File: src/rtl/ln_range_reduce.sv
// ---------------------------------------------------------------------------
// ln_range_reduce
//
// Argument range reduction in front of the ln(x) CORDIC stage. An unsigned
// Q16.16 operand is normalised to x = m * 2^k with m in [1,2), one shift per
// clock. The stage also accumulates k*ln2 in Q16.16 so the downstream combine
// can form ln(x) = ln(m) + k*ln2. A zero operand is flagged through err.
//
// Ports
//   clk     in   1   rising-edge clock
//   rst_n   in   1   asynchronous active-low reset
//   st      in   1   start request, level, sampled while idle
//   x_in    in   32  unsigned operand, Q16.16
//   m_out   out  16  mantissa, Q2.14 (0x4000 = 1.0), range 0x4000..0x7FFF
//   k_out   out  6   signed exponent, -16..+15
//   k_ln2   out  32  signed k*LN2_Q16, Q16.16
//   st_out  out  1   one-cycle pulse: m_out/k_out/k_ln2/err valid
//   busy    out  1   operation in progress
//   err     out  1   operand was zero, ln undefined
// ---------------------------------------------------------------------------
module ln_range_reduce #(
    parameter logic [31:0] LN2_Q16 = 32'd45426,
    parameter int          XW      = 32
) (
    input  logic          clk,
    input  logic          rst_n,
    input  logic          st,
    input  logic [XW-1:0] x_in,
    output logic [15:0]   m_out,
    output logic [5:0]    k_out,
    output logic [31:0]   k_ln2,
    output logic          st_out,
    output logic          busy,
    output logic          err
);

    typedef enum logic [1:0] {
        S_IDLE = 2'd0,
        S_NORM = 2'd1,
        S_ZERO = 2'd2
    } state_t;

    // Operand is too large: the leading one sits above bit 16.
    function automatic logic too_big(input logic [31:0] v);
        too_big = (v[31:17] != 15'd0);
    endfunction

    // Operand is too small: bit 16 (the 1.0 position) is clear.
    function automatic logic too_small(input logic [31:0] v);
        too_small = (v[16] == 1'b0);
    endfunction

    state_t      state_q,  state_d;
    logic [31:0] sr_q,     sr_d;
    logic [5:0]  k_q,      k_d;
    logic [31:0] acc_q,    acc_d;
    logic [15:0] m_q,      m_d;
    logic [5:0]  kout_q,   kout_d;
    logic [31:0] kln2_q,   kln2_d;
    logic        stout_q,  stout_d;
    logic        busy_q,   busy_d;
    logic        err_q,    err_d;

    // Next-state and next-output computation for the normalisation FSM.
    always_comb begin
        state_d = state_q;
        sr_d    = sr_q;
        k_d     = k_q;
        acc_d   = acc_q;
        m_d     = m_q;
        kout_d  = kout_q;
        kln2_d  = kln2_q;
        stout_d = 1'b0;
        busy_d  = busy_q;
        err_d   = err_q;

        case (state_q)
            S_IDLE: begin
                if (st) begin
                    sr_d   = x_in[31:0];
                    k_d    = 6'd0;
                    acc_d  = 32'd0;
                    busy_d = 1'b1;
                    if (x_in[31:0] == 32'd0) begin
                        state_d = S_ZERO;
                    end else begin
                        state_d = S_NORM;
                    end
                end else begin
                    state_d = S_IDLE;
                end
            end

            S_NORM: begin
                if (too_big(sr_q)) begin
                    // Right shift drops the LSB; no rounding.
                    sr_d  = {1'b0, sr_q[31:1]};
                    k_d   = k_q + 6'd1;
                    acc_d = acc_q + LN2_Q16;
                end else if (too_small(sr_q)) begin
                    sr_d  = {sr_q[30:0], 1'b0};
                    k_d   = k_q - 6'd1;
                    acc_d = acc_q - LN2_Q16;
                end else begin
                    // sr[16] is the 1.0 bit; sr[1:0] fall below Q2.14 and are dropped.
                    m_d     = sr_q[17:2];
                    kout_d  = k_q;
                    kln2_d  = acc_q;
                    err_d   = 1'b0;
                    stout_d = 1'b1;
                    busy_d  = 1'b0;
                    state_d = S_IDLE;
                end
            end

            S_ZERO: begin
                m_d     = 16'd0;
                kout_d  = 6'd0;
                kln2_d  = 32'd0;
                err_d   = 1'b1;
                stout_d = 1'b1;
                busy_d  = 1'b0;
                state_d = S_IDLE;
            end

            default: begin
                busy_d  = 1'b0;
                state_d = S_IDLE;
            end
        endcase
    end

    // State, datapath and registered outputs; reset aborts any operation.
    always_ff @(posedge clk or negedge rst_n) begin
        if (!rst_n) begin
            state_q <= S_IDLE;
            sr_q    <= 32'd0;
            k_q     <= 6'd0;
            acc_q   <= 32'd0;
            m_q     <= 16'd0;
            kout_q  <= 6'd0;
            kln2_q  <= 32'd0;
            stout_q <= 1'b0;
            busy_q  <= 1'b0;
            err_q   <= 1'b0;
        end else begin
            state_q <= state_d;
            sr_q    <= sr_d;
            k_q     <= k_d;
            acc_q   <= acc_d;
            m_q     <= m_d;
            kout_q  <= kout_d;
            kln2_q  <= kln2_d;
            stout_q <= stout_d;
            busy_q  <= busy_d;
            err_q   <= err_d;
        end
    end

    assign m_out  = m_q;
    assign k_out  = kout_q;
    assign k_ln2  = kln2_q;
    assign st_out = stout_q;
    assign busy   = busy_q;
    assign err    = err_q;

endmodule

File: config.mk
export PLATFORM = sky130hd
export DESIGN_NAME = ln_range_reduce
export DESIGN_NICKNAME = d
export VERILOG_FILES = /design/src/rtl/ln_range_reduce.sv
export SDC_FILE = /design/constraint.sdc
export NUM_CORES = 1
export LEC_CHECK = 0
export ABC_AREA = 1
export CORE_MARGIN = 2
export CORE_UTILIZATION = 60
export CTS_BUF_LIST = sky130_fd_sc_hd__clkbuf_8
export CTS_CLUSTER_SIZE = 40
export DETAILED_ROUTE_END_ITERATION = 8
export DONT_BUFFER_PORTS = 1
export PLACE_DENSITY = 0.76
export SLEW_MARGIN = 10
export SYNTH_ARGS = -nofsm -noshare
export SYNTH_HDL_FRONTEND = slang
export SYNTH_SLANG_ARGS = --single-unit
export TNS_END_PERCENT = 5
File: constraint.sdc
create_clock -name clk -period 2.9 [get_ports clk]
set_input_delay 0.725 -clock clk [delete_from_list [all_inputs] [get_ports clk]]
set_output_delay 0.725 -clock clk [all_outputs]
set_load 0.01 [all_outputs]
==> flow_metrics.tcl, run 1 <==
set metrics [dict create \
    status "finished with violations" \
    failing_checks "negative hold slack" \
    synthCells 1171 \
    critical-path-top-cell-by-count "sky130_fd_sc_hd__nand2_1" \
    cp_max_fo 21 \
    post_synth_xor_area_fraction 0.00876 \
    gp_congestion 0.936 \
    synth-edff-count 0 \
    die-height_um 119 \
    clock_latency_ns 0.46 \
    final_max_slew_viol_count 0 \
    htreeDepth 4 \
    path_clk_slew_ns 0.07 \
    synthDominantCellAreaShare 0.401 \
    fin_skew_ns 0.0109 \
    final_nets 1244 \
    vias_in_the_first_global_route 6802 \
    worst_slew_margin_rel 0.397 \
    synthMostInstantiatedCell "sky130_fd_sc_hd__nand2_1" \
    fin_util 0.654 \
    filler_cell_count 1205 \
    dp_hpwl_mm 14.5 \
    max-clock-path-buffers 2 \
    postSynthNetCount 1246 \
    port_buffers 0 \
    final.hold.worst_slack_ns -0.0331 \
    asr_flop_ratio_synth 1.00 \
    worst-r2r-setup-slack_ns 0.28 \
    worst_setup_path_end_kind "flip-flop" \
    multi_input_logic_area_um2 3920 \
    floorplan.rows 42 \
    total_count_of_hold_check_failures_in_the_final_report 128 \
    fin_tns_setup_ns 0 \
    drt-wirelength-per-cell_um 14.9 \
    synthesis.yosys.warnings 0 \
    tritoncts_clock_tree "done" \
    setup_viol 0 \
    worst_pin_slew_ns 0.902 \
    finalCritPeriodShare 0.904 \
    totalWireLength_mm 20.2 \
    post_synth_main_area_contributors "sky130_fd_sc_hd__dfrtp_1 (40%), sky130_fd_sc_hd__nand2_1 (21%), sky130_fd_sc_hd__inv_1 (8.2%), sky130_fd_sc_hd__ha_1 (5.9%), sky130_fd_sc_hd__nand3_1 (4.2%)" \
    crit_required_ns 3.25 \
    numCtsBuffers 17 \
    worst_path_largest_cell_delay_ns 0.37 \
    io_pins 92 \
    areaGrowthSynthToFinish_pct 7.42 \
    route.detailed.vias_per_inst 5.30 \
    ys_seq_elements 128 \
    cp_cell_sequence "inv_1 > nand3_1 > nor2_4 > nand2_1 > inv_1 > buf_4 > ha_1 > nand2_1 > inv_1 > a21oi_1 > nand2_1 > a21oi_1 > nand3_1 > nand3_1 > nand2_1" \
    die_width_um 119 \
    grt_antenna_before_repair 0 \
    main_combinational_cell_family_by_area_after_synthesis "simple AND/OR/NAND/NOR gates" \
    critical_path_cell_with_the_highest_stage_delay "sky130_fd_sc_hd__dfrtp_1" \
    floorplan.initialDensity 0.609 \
    coreArea_um2 13100 \
    peakVddDrop_mv 0.397 \
    synth.mux.area_fraction 0 \
    detailroute.via_count 7195 \
    diodes 0 \
    drc 0 \
    setup_cp_type "flip-flop to flip-flop" \
    avgSynthCellArea_um2 6.83 \
    setup.worst_path.start_class "flip-flop" \
    sequential_cell_area_fraction_in_the_yosys_report 0.401 \
    seqCellArea_um2 3200 \
    period_minus_slack_ns 2.62 \
    grt_max_degree 129 \
    numClockSinks 128 \
    yosys.area.top_type "sky130_fd_sc_hd__dfrtp_1" \
    drtAntennaViolNets 0 \
    holdCritPathClass "primary input to async pin" \
    synthAdderAreaFrac 0.0645 \
    p_leak_nw 4.77 \
    synth.top_cells.by_count "sky130_fd_sc_hd__nand2_1 (447), sky130_fd_sc_hd__inv_1 (174), sky130_fd_sc_hd__dfrtp_1 (128)" \
    unrepaired_setup_endpoints_after_global_routing "no" \
    compound_gate_fraction_of_synth_area 0.0940 \
    synth_simple_gate_area_frac 0.322 \
    drive_gt1_frac 0.0567 \
    max_clock_freq_mhz 382 \
    root_buffer "sky130_fd_sc_hd__clkbuf_8" \
    pd_cells_nw_per_um2 758 \
    track_usage 0.297 \
    global_route_wire_length_before_repair_mm 33.6 \
    synth-main-ff-cell "sky130_fd_sc_hd__dfrtp_1" \
    maxCapViolations 0 \
    gr-total-overflow 0 \
    timing.critical_path.arrival_ns 2.97 \
    detail_route.first_pass.iterations 5 \
    synth_cell_types 33 \
    dr.first_iter.drc_count 565 \
    synthesis.area_um2 8000 \
    fp.dieArea_um2 14300 \
]
==> per-layer routing <==
layer	global-route usage	up-vias	wire (um)
met2	0.476	172	9540
met4	0.0875	0	331
met3	0.0642	31	988
li1	-	3651	-
met5	0	-	0
met1	0.407	3341	9310
==> worst paths after layout <==
| kind | from | endpoint | cells after the start |
|---|---|---|---|
| setup / recovery | sr_q[31] | acc_q[31] | 15 |
| hold / removal | rst_n | sr_q[26] | 0 |
| setup reg to reg | sr_q[31] | acc_q[31] | 15 |
| hold reg to reg | sr_q[13] | sr_q[13] | 2 |
| max in group asynchronous | rst_n | acc_q[28] | 0 |
| min in group clk | st | state_q[0] | 2 |
==> layout make-up <==
cell class | instances | share of cell area
inverter | 191 | 0.0838
multi-input combinational | 820 | 0.457
sequential | 128 | 0.373
clock buffer | 19 | 0.0304
tap | 176 | 0.0256
clock inverter | 12 | 0.0195
timing repair buffer | 11 | 0.0111
==> critical path, delay by kind of cell (launching register included) <==
kind,cells,cell delay [ns]
AOI/OAI and AO/OA,2,0.37
adders and majority gates,1,0.37
buffers and inverters,4,0.53
DFF,1,0.37
and+or+nand+nor,8,0.87
==> flip-flops by register name (all words and copies together), names as in the netlist, 2 cells and up <==
signal and cells:
k_out 6, m_out 16, acc_q 31, k_ln2 32, state_q 2, sr_q 32
k_q 6
==> cells by family (layout without fill, tap and decap cells) <==
logic type / Yosys count / in the layout
compound gates: 139 / 139
simple gates: 633 / 633
xor+xnor: 8 / 8
buf+inv: 223 / 233
fa+ha+maj: 40 / 40
flops: 128 / 128
==> power by group <==
| group | total, mW | switching (mW) | internal, mW | leakage [nW] |
|---|---|---|---|---|
| Clock | 1.68 | 0.716 | 0.968 | 0.224 |
| Combinational | 2.40 | 1.64 | 0.763 | 2.83 |
| Sequential | 2.42 | 0.268 | 2.15 | 1.72 |
==> placed cells by master (no fill, tap or decap), types with 2 or more instances in the layout <==
| cell type | instances |
|---|---|
| sky130_fd_sc_hd__nand4_1 | 13 |
| sky130_fd_sc_hd__xnor2_1 | 8 |
| sky130_fd_sc_hd__nand3_1 | 67 |
| sky130_fd_sc_hd__o21ai_0 | 30 |
| sky130_fd_sc_hd__clkinv_4 | 2 |
| sky130_fd_sc_hd__nand2_2 | 2 |
| sky130_fd_sc_hd__fa_1 | 2 |
| sky130_fd_sc_hd__nor3_1 | 21 |
| sky130_fd_sc_hd__nor2_1 | 69 |
| sky130_fd_sc_hd__nand2_1 | 447 |
| sky130_fd_sc_hd__ha_1 | 37 |
| sky130_fd_sc_hd__clkinv_2 | 3 |
| sky130_fd_sc_hd__a21oi_1 | 25 |
| sky130_fd_sc_hd__o21ai_1 | 56 |
| sky130_fd_sc_hd__inv_2 | 16 |
| sky130_fd_sc_hd__o22ai_1 | 18 |
| sky130_fd_sc_hd__o21bai_1 | 3 |
| sky130_fd_sc_hd__a21boi_0 | 3 |
| sky130_fd_sc_hd__clkbuf_8 | 19 |
| sky130_fd_sc_hd__nor2_2 | 2 |
| sky130_fd_sc_hd__dfrtp_1 | 128 |
| sky130_fd_sc_hd__bufinv_16 | 4 |
| sky130_fd_sc_hd__inv_1 | 176 |
| sky130_fd_sc_hd__and2_1 | 3 |
| sky130_fd_sc_hd__buf_4 | 10 |
| sky130_fd_sc_hd__nand3b_1 | 3 |
==> per-stage QoR <==
| stage | cells | power [mW] | setup WS, ns | instance area (um2) |
|---|---|---|---|---|
| after floorplan | 1171 | 4.25 | 0.358 | 8000 |
| after global placement | 1325 | 4.78 | 0.322 | 8140 |
| after detailed placement | 1325 | 4.81 | 0.305 | 8140 |
| after CTS | 1356 | 6.51 | 0.281 | 8570 |
| after global routing | 1357 | 6.99 | 0.0216 | 8590 |
| final | 1357 | 6.51 | 0.279 | 8590 |
==> repair_timing <==
item | CTS | global route
resized for setup | 0 | 3
buffers inserted | 0 | 1
setup endpoints to repair | 0 | 5
hold endpoints to repair | 128 | 128
Power figures use the tool's default switching activity.
==> inputs of run 2 (changes only) <==
--- a/config.mk
+++ b/config.mk
@@ -12,6 +12,7 @@
 export CTS_CLUSTER_SIZE = 40
 export DETAILED_ROUTE_END_ITERATION = 8
 export DONT_BUFFER_PORTS = 1
+export HOLD_SLACK_MARGIN = 0.08
 export PLACE_DENSITY = 0.76
 export SLEW_MARGIN = 10
 export SYNTH_ARGS = -nofsm -noshare
==> results of run 2 <==
The final DEF is identical to that of run 1; final timing and power are the same.
